==> src/rtl/rv_decode_exec_unit_if.sv <==
// rtl/rv_decode_exec_unit_if.sv - request/result bundle for the RV32 decode/execute slice
//
// Purpose: carries the fetched instruction with its two register operands
// towards the slice, and the registered decode/control/ALU results back out.
// Ports (signals):
//   in_valid, instr[31:0], rs1_data[31:0], rs2_data[31:0]   producer -> slice
//   out_valid, opcode, rd, funct3, rs1, rs2, funct7, imm,
//   reg_write, alu_src, mem_write, mem_read, mem_to_reg, branch,
//   alu_ctrl[3:0], alu_result[31:0], zero, take_branch       slice -> consumer
// Modports: master = producer/consumer side, slave = the slice itself.

interface rv_decode_exec_unit_if;
  logic        in_valid;
  logic [31:0] instr;
  logic [31:0] rs1_data;
  logic [31:0] rs2_data;

  logic        out_valid;
  logic [6:0]  opcode;
  logic [4:0]  rd;
  logic [2:0]  funct3;
  logic [4:0]  rs1;
  logic [4:0]  rs2;
  logic [6:0]  funct7;
  logic [31:0] imm;
  logic        reg_write;
  logic        alu_src;
  logic        mem_write;
  logic        mem_read;
  logic        mem_to_reg;
  logic        branch;
  logic [3:0]  alu_ctrl;
  logic [31:0] alu_result;
  logic        zero;
  logic        take_branch;

  modport master (
    output in_valid, instr, rs1_data, rs2_data,
    input  out_valid, opcode, rd, funct3, rs1, rs2, funct7, imm,
           reg_write, alu_src, mem_write, mem_read, mem_to_reg, branch,
           alu_ctrl, alu_result, zero, take_branch
  );

  modport slave (
    input  in_valid, instr, rs1_data, rs2_data,
    output out_valid, opcode, rd, funct3, rs1, rs2, funct7, imm,
           reg_write, alu_src, mem_write, mem_read, mem_to_reg, branch,
           alu_ctrl, alu_result, zero, take_branch
  );
endinterface

==> src/rtl/rv_decode_exec_unit.sv <==
// rtl/rv_decode_exec_unit.sv - single-stage RV32 decode, control, immediate and ALU slice
//
// Purpose: decodes one instruction per cycle, generates its immediate and
// control strobes, runs the 32-bit ALU and the branch compare, and registers
// all results (1-cycle latency).
// Ports:
//   clk    rising-edge clock
//   reset  synchronous active-low reset; clears every output
//   bus    rv_decode_exec_unit_if.slave (inputs: in_valid/instr/rs1_data/
//          rs2_data; outputs: decoded fields, strobes, alu_ctrl, alu_result,
//          zero, take_branch, out_valid)

module rv_decode_exec_unit (
  input  logic                   clk,
  input  logic                   reset,
  rv_decode_exec_unit_if.slave   bus
);

  localparam logic [6:0] OP_R      = 7'b0110011;
  localparam logic [6:0] OP_IMM    = 7'b0010011;
  localparam logic [6:0] OP_LOAD   = 7'b0000011;
  localparam logic [6:0] OP_STORE  = 7'b0100011;
  localparam logic [6:0] OP_BRANCH = 7'b1100011;
  localparam logic [6:0] OP_JALR   = 7'b1100111;
  localparam logic [6:0] OP_LUI    = 7'b0110111;
  localparam logic [6:0] OP_AUIPC  = 7'b0010111;
  localparam logic [6:0] OP_JAL    = 7'b1101111;

  localparam logic [3:0] ALU_ADD = 4'b0000;
  localparam logic [3:0] ALU_SUB = 4'b0001;
  localparam logic [3:0] ALU_AND = 4'b0010;
  localparam logic [3:0] ALU_OR  = 4'b0011;
  localparam logic [3:0] ALU_XOR = 4'b0100;

  localparam logic [6:0] F7_ALT = 7'b0100000;

  logic [6:0]  op_c;
  logic [2:0]  f3_c;
  logic [6:0]  f7_c;
  logic [31:0] imm_c;
  logic        reg_write_c;
  logic        alu_src_c;
  logic        mem_write_c;
  logic        mem_read_c;
  logic        mem_to_reg_c;
  logic        branch_c;
  logic [3:0]  alu_ctrl_c;
  logic [31:0] operand_b_c;
  logic [31:0] result_c;
  logic        zero_c;

  assign op_c = bus.instr[6:0];
  assign f3_c = bus.instr[14:12];
  assign f7_c = bus.instr[31:25];

  // Immediate generation. B and J immediates stay in halfword units; the PC
  // adder downstream applies the final shift.
  always_comb begin
    imm_c = 32'd0;
    case (op_c)
      OP_IMM, OP_LOAD, OP_JALR:
        imm_c = {{20{bus.instr[31]}}, bus.instr[31:20]};
      OP_STORE:
        imm_c = {{20{bus.instr[31]}}, bus.instr[31:25], bus.instr[11:7]};
      OP_BRANCH:
        imm_c = {{20{bus.instr[31]}}, bus.instr[31], bus.instr[7],
                 bus.instr[30:25], bus.instr[11:8]};
      OP_LUI, OP_AUIPC:
        imm_c = {bus.instr[31:12], 12'd0};
      OP_JAL:
        imm_c = {{12{bus.instr[31]}}, bus.instr[31], bus.instr[19:12],
                 bus.instr[20], bus.instr[30:21]};
      default:
        imm_c = 32'd0;
    endcase
  end

  // Main control decode.
  always_comb begin
    reg_write_c  = 1'b0;
    alu_src_c    = 1'b0;
    mem_write_c  = 1'b0;
    mem_read_c   = 1'b0;
    mem_to_reg_c = 1'b0;
    branch_c     = 1'b0;
    case (op_c)
      OP_R: begin
        reg_write_c = 1'b1;
      end
      OP_IMM: begin
        reg_write_c = 1'b1;
        alu_src_c   = 1'b1;
      end
      OP_LOAD: begin
        reg_write_c  = 1'b1;
        alu_src_c    = 1'b1;
        mem_read_c   = 1'b1;
        mem_to_reg_c = 1'b1;
      end
      OP_STORE: begin
        alu_src_c   = 1'b1;
        mem_write_c = 1'b1;
      end
      OP_BRANCH: begin
        branch_c = 1'b1;
      end
      default: begin
      end
    endcase
  end

  // ALU-control mapping. OP-IMM shares the R-type funct3 table except that
  // funct7 never selects SUB (there is no subtract-immediate).
  always_comb begin
    alu_ctrl_c = ALU_ADD;
    case (op_c)
      OP_LOAD, OP_STORE: alu_ctrl_c = ALU_ADD;
      OP_BRANCH:         alu_ctrl_c = ALU_SUB;
      OP_R, OP_IMM: begin
        case (f3_c)
          3'b000:  alu_ctrl_c = (op_c == OP_R && f7_c == F7_ALT) ? ALU_SUB : ALU_ADD;
          3'b100:  alu_ctrl_c = ALU_XOR;
          3'b110:  alu_ctrl_c = ALU_OR;
          3'b111:  alu_ctrl_c = ALU_AND;
          default: alu_ctrl_c = ALU_ADD;
        endcase
      end
      default: alu_ctrl_c = ALU_ADD;
    endcase
  end

  assign operand_b_c = alu_src_c ? imm_c : bus.rs2_data;

  always_comb begin
    result_c = 32'd0;
    case (alu_ctrl_c)
      ALU_ADD: result_c = bus.rs1_data + operand_b_c;
      ALU_SUB: result_c = bus.rs1_data - operand_b_c;
      ALU_AND: result_c = bus.rs1_data & operand_b_c;
      ALU_OR:  result_c = bus.rs1_data | operand_b_c;
      ALU_XOR: result_c = bus.rs1_data ^ operand_b_c;
      default: result_c = 32'd0;
    endcase
  end

  assign zero_c = (result_c == 32'd0);

  // Output register. A bubble kills only valid and the side-effecting strobes;
  // fields and datapath results hold so downstream sees stable values.
  always_ff @(posedge clk) begin
    if (!reset) begin
      bus.out_valid   <= 1'b0;
      bus.opcode      <= 7'd0;
      bus.rd          <= 5'd0;
      bus.funct3      <= 3'd0;
      bus.rs1         <= 5'd0;
      bus.rs2         <= 5'd0;
      bus.funct7      <= 7'd0;
      bus.imm         <= 32'd0;
      bus.reg_write   <= 1'b0;
      bus.alu_src     <= 1'b0;
      bus.mem_write   <= 1'b0;
      bus.mem_read    <= 1'b0;
      bus.mem_to_reg  <= 1'b0;
      bus.branch      <= 1'b0;
      bus.alu_ctrl    <= 4'd0;
      bus.alu_result  <= 32'd0;
      bus.zero        <= 1'b0;
      bus.take_branch <= 1'b0;
    end else if (bus.in_valid) begin
      bus.out_valid   <= 1'b1;
      bus.opcode      <= op_c;
      bus.rd          <= bus.instr[11:7];
      bus.funct3      <= f3_c;
      bus.rs1         <= bus.instr[19:15];
      bus.rs2         <= bus.instr[24:20];
      bus.funct7      <= f7_c;
      bus.imm         <= imm_c;
      bus.reg_write   <= reg_write_c;
      bus.alu_src     <= alu_src_c;
      bus.mem_write   <= mem_write_c;
      bus.mem_read    <= mem_read_c;
      bus.mem_to_reg  <= mem_to_reg_c;
      bus.branch      <= branch_c;
      bus.alu_ctrl    <= alu_ctrl_c;
      bus.alu_result  <= result_c;
      bus.zero        <= zero_c;
      bus.take_branch <= branch_c & zero_c;
    end else begin
      bus.out_valid   <= 1'b0;
      bus.reg_write   <= 1'b0;
      bus.mem_write   <= 1'b0;
      bus.mem_read    <= 1'b0;
      bus.mem_to_reg  <= 1'b0;
      bus.branch      <= 1'b0;
      bus.take_branch <= 1'b0;
    end
  end

endmodule

==> src/flat_wrapper.sv <==
// flat-port wrapper written by rule: the top's interface ports become plain ports
module rv_decode_exec_unit_flat 
  (clk, reset, bus_in_valid, bus_instr, bus_rs1_data, bus_rs2_data, bus_out_valid, bus_opcode, bus_rd, bus_funct3, bus_rs1, bus_rs2, bus_funct7, bus_imm, bus_reg_write, bus_alu_src, bus_mem_write, bus_mem_read, bus_mem_to_reg, bus_branch, bus_alu_ctrl, bus_alu_result, bus_zero, bus_take_branch);
  rv_decode_exec_unit_if bus_i ();
  input  logic clk;
  input  logic reset;
  input wire logic [$bits(bus_i.in_valid)-1:0] bus_in_valid;
  input wire logic [$bits(bus_i.instr)-1:0] bus_instr;
  input wire logic [$bits(bus_i.rs1_data)-1:0] bus_rs1_data;
  input wire logic [$bits(bus_i.rs2_data)-1:0] bus_rs2_data;
  output wire logic [$bits(bus_i.out_valid)-1:0] bus_out_valid;
  output wire logic [$bits(bus_i.opcode)-1:0] bus_opcode;
  output wire logic [$bits(bus_i.rd)-1:0] bus_rd;
  output wire logic [$bits(bus_i.funct3)-1:0] bus_funct3;
  output wire logic [$bits(bus_i.rs1)-1:0] bus_rs1;
  output wire logic [$bits(bus_i.rs2)-1:0] bus_rs2;
  output wire logic [$bits(bus_i.funct7)-1:0] bus_funct7;
  output wire logic [$bits(bus_i.imm)-1:0] bus_imm;
  output wire logic [$bits(bus_i.reg_write)-1:0] bus_reg_write;
  output wire logic [$bits(bus_i.alu_src)-1:0] bus_alu_src;
  output wire logic [$bits(bus_i.mem_write)-1:0] bus_mem_write;
  output wire logic [$bits(bus_i.mem_read)-1:0] bus_mem_read;
  output wire logic [$bits(bus_i.mem_to_reg)-1:0] bus_mem_to_reg;
  output wire logic [$bits(bus_i.branch)-1:0] bus_branch;
  output wire logic [$bits(bus_i.alu_ctrl)-1:0] bus_alu_ctrl;
  output wire logic [$bits(bus_i.alu_result)-1:0] bus_alu_result;
  output wire logic [$bits(bus_i.zero)-1:0] bus_zero;
  output wire logic [$bits(bus_i.take_branch)-1:0] bus_take_branch;
  assign bus_i.in_valid = bus_in_valid;
  assign bus_i.instr = bus_instr;
  assign bus_i.rs1_data = bus_rs1_data;
  assign bus_i.rs2_data = bus_rs2_data;
  assign bus_out_valid = bus_i.out_valid;
  assign bus_opcode = bus_i.opcode;
  assign bus_rd = bus_i.rd;
  assign bus_funct3 = bus_i.funct3;
  assign bus_rs1 = bus_i.rs1;
  assign bus_rs2 = bus_i.rs2;
  assign bus_funct7 = bus_i.funct7;
  assign bus_imm = bus_i.imm;
  assign bus_reg_write = bus_i.reg_write;
  assign bus_alu_src = bus_i.alu_src;
  assign bus_mem_write = bus_i.mem_write;
  assign bus_mem_read = bus_i.mem_read;
  assign bus_mem_to_reg = bus_i.mem_to_reg;
  assign bus_branch = bus_i.branch;
  assign bus_alu_ctrl = bus_i.alu_ctrl;
  assign bus_alu_result = bus_i.alu_result;
  assign bus_zero = bus_i.zero;
  assign bus_take_branch = bus_i.take_branch;
  rv_decode_exec_unit u_core (.clk(clk), .reset(reset), .bus(bus_i));
endmodule
==> config.mk <==
export PLATFORM = sky130hd
export DESIGN_NAME = rv_decode_exec_unit_flat
export DESIGN_NICKNAME = d
export VERILOG_FILES = /design/src/rtl/rv_decode_exec_unit_if.sv /design/src/rtl/rv_decode_exec_unit.sv /design/src/flat_wrapper.sv
export SDC_FILE = /design/constraint.sdc
export NUM_CORES = 1
export LEC_CHECK = 0
export CORE_MARGIN = 2
export CORE_UTILIZATION = 40
export DETAILED_ROUTE_END_ITERATION = 6
export GPL_TIMING_DRIVEN = 0
export PLACE_DENSITY = 0.68
export SETUP_SLACK_MARGIN = 0.1
export SLEW_MARGIN = 20
export SYNTH_ARGS = -nofsm -noshare
export SYNTH_HDL_FRONTEND = slang
export SYNTH_SLANG_ARGS = --single-unit
export TNS_END_PERCENT = 1
==> constraint.sdc <==
create_clock -name clk -period 5 [get_ports clk]
set_input_delay 0.75 -clock clk [delete_from_list [all_inputs] [get_ports clk]]
set_output_delay 0.75 -clock clk [all_outputs]
set_load 0.03 [all_outputs]
==> impl_metrics.prom <==
# TYPE chip_impl_metric gauge
chip_impl_info{name="outcome",value="finished with violations"} 1
chip_impl_info{name="violated_checks",value="setup timing"} 1
chip_impl_metric{name="vdd_drop_max",unit="uV"} 195.9
chip_impl_metric{name="finalNonFillerCells",unit=""} 1825
chip_impl_metric{name="synth_cell_types",unit=""} 85
chip_impl_metric{name="power_density",unit="nW/um^2"} 227.2
chip_impl_metric{name="slew_violations",unit=""} 0
chip_impl_metric{name="avgViaCountPerCell",unit=""} 5.938
chip_impl_metric{name="dr.first_iter.drc_count",unit=""} 1049
chip_impl_metric{name="remaining_drc_errors",unit=""} 0
chip_impl_info{name="synth-main-ff-cell",value="dfxtp_1"} 1
chip_impl_metric{name="dr.pass1.iters",unit=""} 7
chip_impl_metric{name="total_die_area",unit="um^2"} 24630
chip_impl_metric{name="maxClockFrequency",unit="MHz"} 188.1
chip_impl_info{name="yosys.cell_count.top_type",value="nor2_1"} 1
chip_impl_info{name="setup.worst_path.start_class",value="input pin"} 1
chip_impl_metric{name="overflow",unit=""} 0
chip_impl_metric{name="floorplan.initialDensity",unit=""} 0.4108
chip_impl_metric{name="grt_start_max_net_pins",unit=""} 20
chip_impl_metric{name="syn_to_layout_area_delta",unit="%"} 39.66
chip_impl_info{name="yosys-top-cells-area",value="dfxtp_1 (23%), ha_1 (13%), a21oi_1 (7.0%), nor2_1 (5.8%), mux2i_1 (5.1%)"} 1
chip_impl_metric{name="rrSetupSlack",unit="ps"} 4250
chip_impl_metric{name="tritoncts.num_buffers",unit=""} 9
chip_impl_metric{name="via_total_after_detailed_routing",unit=""} 10840
chip_impl_metric{name="total_leakage_power",unit="nW"} 5.447
chip_impl_info{name="rsz0062_at_grt",value="true"} 1
chip_impl_metric{name="antenna_violations_before_repair",unit=""} 0
chip_impl_metric{name="detailed_place.area",unit="um^2"} 11860
chip_impl_metric{name="grt_use_total",unit=""} 0.3174
chip_impl_metric{name="final_nets",unit=""} 1704
chip_impl_info{name="hold_path_end",value="u_core.bus.imm[31]"} 1
chip_impl_metric{name="pre_cts_ws",unit="ps"} -2504
chip_impl_metric{name="final.period_utilization",unit=""} 1.063
chip_impl_metric{name="postSynthNetCount",unit=""} 1444
chip_impl_metric{name="final_cell_area",unit="um^2"} 13070
chip_impl_info{name="r2r-start",value="u_core.bus.alu_result[31]"} 1
chip_impl_metric{name="slew_headroom",unit=""} 0.2719
chip_impl_metric{name="cts_max_level",unit=""} 3
chip_impl_info{name="cts_tree",value="yes"} 1
chip_impl_metric{name="timing.max_cap.violations",unit=""} 0
chip_impl_info{name="synth_top_cells_by_count",value="nor2_1 (145), a21oi_1 (130), dfxtp_1 (107), ha_1 (97), o21ai_0 (86)"} 1
chip_impl_metric{name="timing.clock.skew",unit="ps"} 0
chip_impl_metric{name="crit_required",unit="ps"} 5250
chip_impl_metric{name="final_worst_setup_slack",unit="ps"} -316.5
chip_impl_metric{name="ys.warnings.count",unit=""} 0
chip_impl_metric{name="worst_skew_pair.late_latency",unit="ps"} 350
chip_impl_metric{name="dp_hpwl",unit="mm"} 31.07
chip_impl_metric{name="rows",unit=""} 55
chip_impl_metric{name="max_slew.worst_pin.slew",unit="ps"} 1092
chip_impl_info{name="worst_setup_path_end_kind",value="flop"} 1
chip_impl_metric{name="period_needed",unit="ps"} 5316
chip_impl_metric{name="final-setup-viol-count",unit=""} 4
chip_impl_info{name="critical_register_to_register_path_endpoint",value="u_core.bus.alu_result[31]"} 1
chip_impl_metric{name="pin_count",unit=""} 208
chip_impl_metric{name="postSynth.asyncResetShare",unit=""} 0
chip_impl_metric{name="number_of_sinks_on_the_clock_net",unit=""} 107
chip_impl_metric{name="synth-seq-cells",unit=""} 107
chip_impl_metric{name="synthesis.area",unit="um^2"} 9356
chip_impl_metric{name="route.antenna.remaining_nets",unit=""} 0
chip_impl_metric{name="fillerInstances",unit=""} 2113
chip_impl_metric{name="grt_first_pass_wirelength",unit="mm"} 60.11
chip_impl_metric{name="io_buffers",unit=""} 203
chip_impl_metric{name="path_max_fanout",unit=""} 6
chip_impl_metric{name="post_cts_hold_buffer_count",unit=""} 0
chip_impl_metric{name="globalplace.congestion",unit=""} 1.045
chip_impl_metric{name="drt-total-wl",unit="mm"} 39.92
chip_impl_metric{name="synth-seq-area-share",unit=""} 0.2289
chip_impl_metric{name="antenna_cells_inserted",unit=""} 0
chip_impl_metric{name="place_inst",unit=""} 1765
chip_impl_info{name="worstSetupPathType",value="in2reg"} 1
chip_impl_metric{name="routed_length_per_instance",unit="um"} 21.88
chip_impl_info{name="cts-root-buf",value="clkbuf_16"} 1
chip_impl_metric{name="die_height",unit="um"} 156.9
chip_impl_info{name="cell_type_with_the_highest_aggregate_area_in_the_netlist",value="dfxtp_1"} 1
chip_impl_metric{name="post_synth_edffs",unit=""} 0
chip_impl_metric{name="synth.top_cell.area_share",unit=""} 0.2289
chip_impl_metric{name="timing.critical_path.arrival",unit="ps"} 5570
chip_impl_info{name="hold_start",value="u_core.bus.imm[31]"} 1
chip_impl_metric{name="hold_violations",unit=""} 0
chip_impl_metric{name="cts-root-to-sink-buffers",unit=""} 2
chip_impl_metric{name="utilization",unit=""} 0.5737
chip_impl_metric{name="avgSynthCellArea",unit="um^2"} 7.503
chip_impl_metric{name="grt_pass1_vias",unit=""} 10280
chip_impl_metric{name="hold_critical_path_depth",unit=""} 2
chip_impl_metric{name="cells_after_synthesis",unit=""} 1247
chip_impl_info{name="min-delay-path-class",value="reg2reg"} 1
chip_impl_metric{name="floorplan.core_area",unit="um^2"} 22780
chip_impl_metric{name="die_width",unit="um"} 156.9
chip_impl_metric{name="rr_worst_depth",unit=""} 2
chip_impl_metric{name="cts.reportedPaths.clkPinSlew",unit="ps"} 70
chip_impl_metric{name="drive_gt1_frac",unit=""} 0.1310
==> timing repair <==
action	4_1_cts	5_1_grt
setup endpoints to repair	33	15
gates resized for setup	152	29
buffers inserted	47	2
pin swaps	47	17
==> cell families after synthesis <==
family / after synthesis / share of synthesized area
buf+inv: 157 / 0.06633
simple gates: 390 / 0.2029
mux: 52 / 0.05737
flops: 107 / 0.2289
compound gates: 401 / 0.2739
fa+ha+maj: 98 / 0.1319
other cells: 1 / 0.0004008
xor+xnor: 41 / 0.03838
==> power breakdown <==
group	switching (mW)	internal, mW
registers	0.0336	0.909
clock network	0.347	0.400
logic	0.763	0.517
==> per-stage QoR <==
step	TNS, ps	hold WS [ps]	total power, mW
2_1_floorplan	-118.9	590.9	1.638
3_3_place_gp	-51780	453.4	2.077
3_5_place_dp	-50920	462.2	2.090
4_1_cts	-288.5	470.0	2.930
5_1_grt	-2004	493.6	3.101
6_report	-618.7	471.9	2.969
==> registers in the layout, summed over array words and instances, names as in the netlist <==
signal and count:
u_core.bus.reg_write 1, u_core.bus.branch 1, u_core.bus.out_valid 1, u_core.bus.opcode 7, u_core.bus.alu_result 32, u_core.bus.zero 1
u_core.bus.funct7 7, u_core.bus.alu_src 1, u_core.bus.rd 5, u_core.bus.mem_read 1, u_core.bus.take_branch 1, u_core.bus.rs2 5
u_core.bus.funct3 3, u_core.bus.rs1 5, u_core.bus.mem_write 1, u_core.bus.alu_ctrl 3, u_core.bus.imm 32
==> worst max path at each step <==
stage,startpoint,to,slack (ps),cells after the start
2_1_floorplan,bus_instr[3],u_core.bus.take_branch,-80,27
3_3_place_gp,bus_instr[31],u_core.bus.take_branch,-2550,20
3_5_place_dp,bus_instr[31],u_core.bus.take_branch,-2500,18
4_1_cts,bus_instr[6],u_core.bus.take_branch,-180,29
5_1_grt,bus_instr[6],u_core.bus.take_branch,-490,30
6_report,bus_instr[6],u_core.bus.take_branch,-320,28
==> final cells by class <==
class	instances	area (um^2)	area share
flip-flops and latches	107	2142	0.1639
multi-input cells	983	7066	0.5407
well taps	313	391.6	0.02997
plain buffers	69	414.1	0.03169
inverters	83	311.5	0.02384
clock buffers	9	225.2	0.01723
clock inverters	7	82.58	0.006319
repair buffers	254	2435	0.1863
==> layer usage <==
| layer | wire length, um | GRT usage |
|---|---|---|
| met1 | 16300 | 0.4068 |
| met2 | 18400 | 0.5255 |
| met5 | 0 | 0 |
| met4 | 1762 | 0.1280 |
| met3 | 3464 | 0.05920 |
==> layout by cell type (no fill, tap or decap), drive strengths merged, types with 13 or more instances in the layout <==
cell	instances
inv	87
o211ai	15
a211oi	27
nand2	86
a22oi	14
buf	78
clkbuf	56
clkdlybuf4s50	183
a31oi	22
xnor2	34
nand3	20
a21o	13
o21ai	89
nor2	145
a221oi	13
mux2i	49
ha	97
a21oi	131
nor3	45
dfxtp	107
==> critical path: stages <==
cell and delay, ps:
buf_12 90, nand4bb_1 140, buf_6 120, nor3_4 40
or2_1 220, buf_6 140, a211o_4 350, o21ai_4 100
ha_4 170, nand4_1 90, buf_6 180, buf_6 120
a2111oi_4 170, buf_4 190, a21oi_2 50, nor2_1 140
a31oi_1 80, ha_1 390, a21o_1 200, a21o_1 150
a21o_1 200, a21o_1 190, a21o_1 180, a211oi_2 260
nand4_1 130, nor4_2 350, nand3_1 170, nor4_2 210
(Power assumes the default switching activity.)
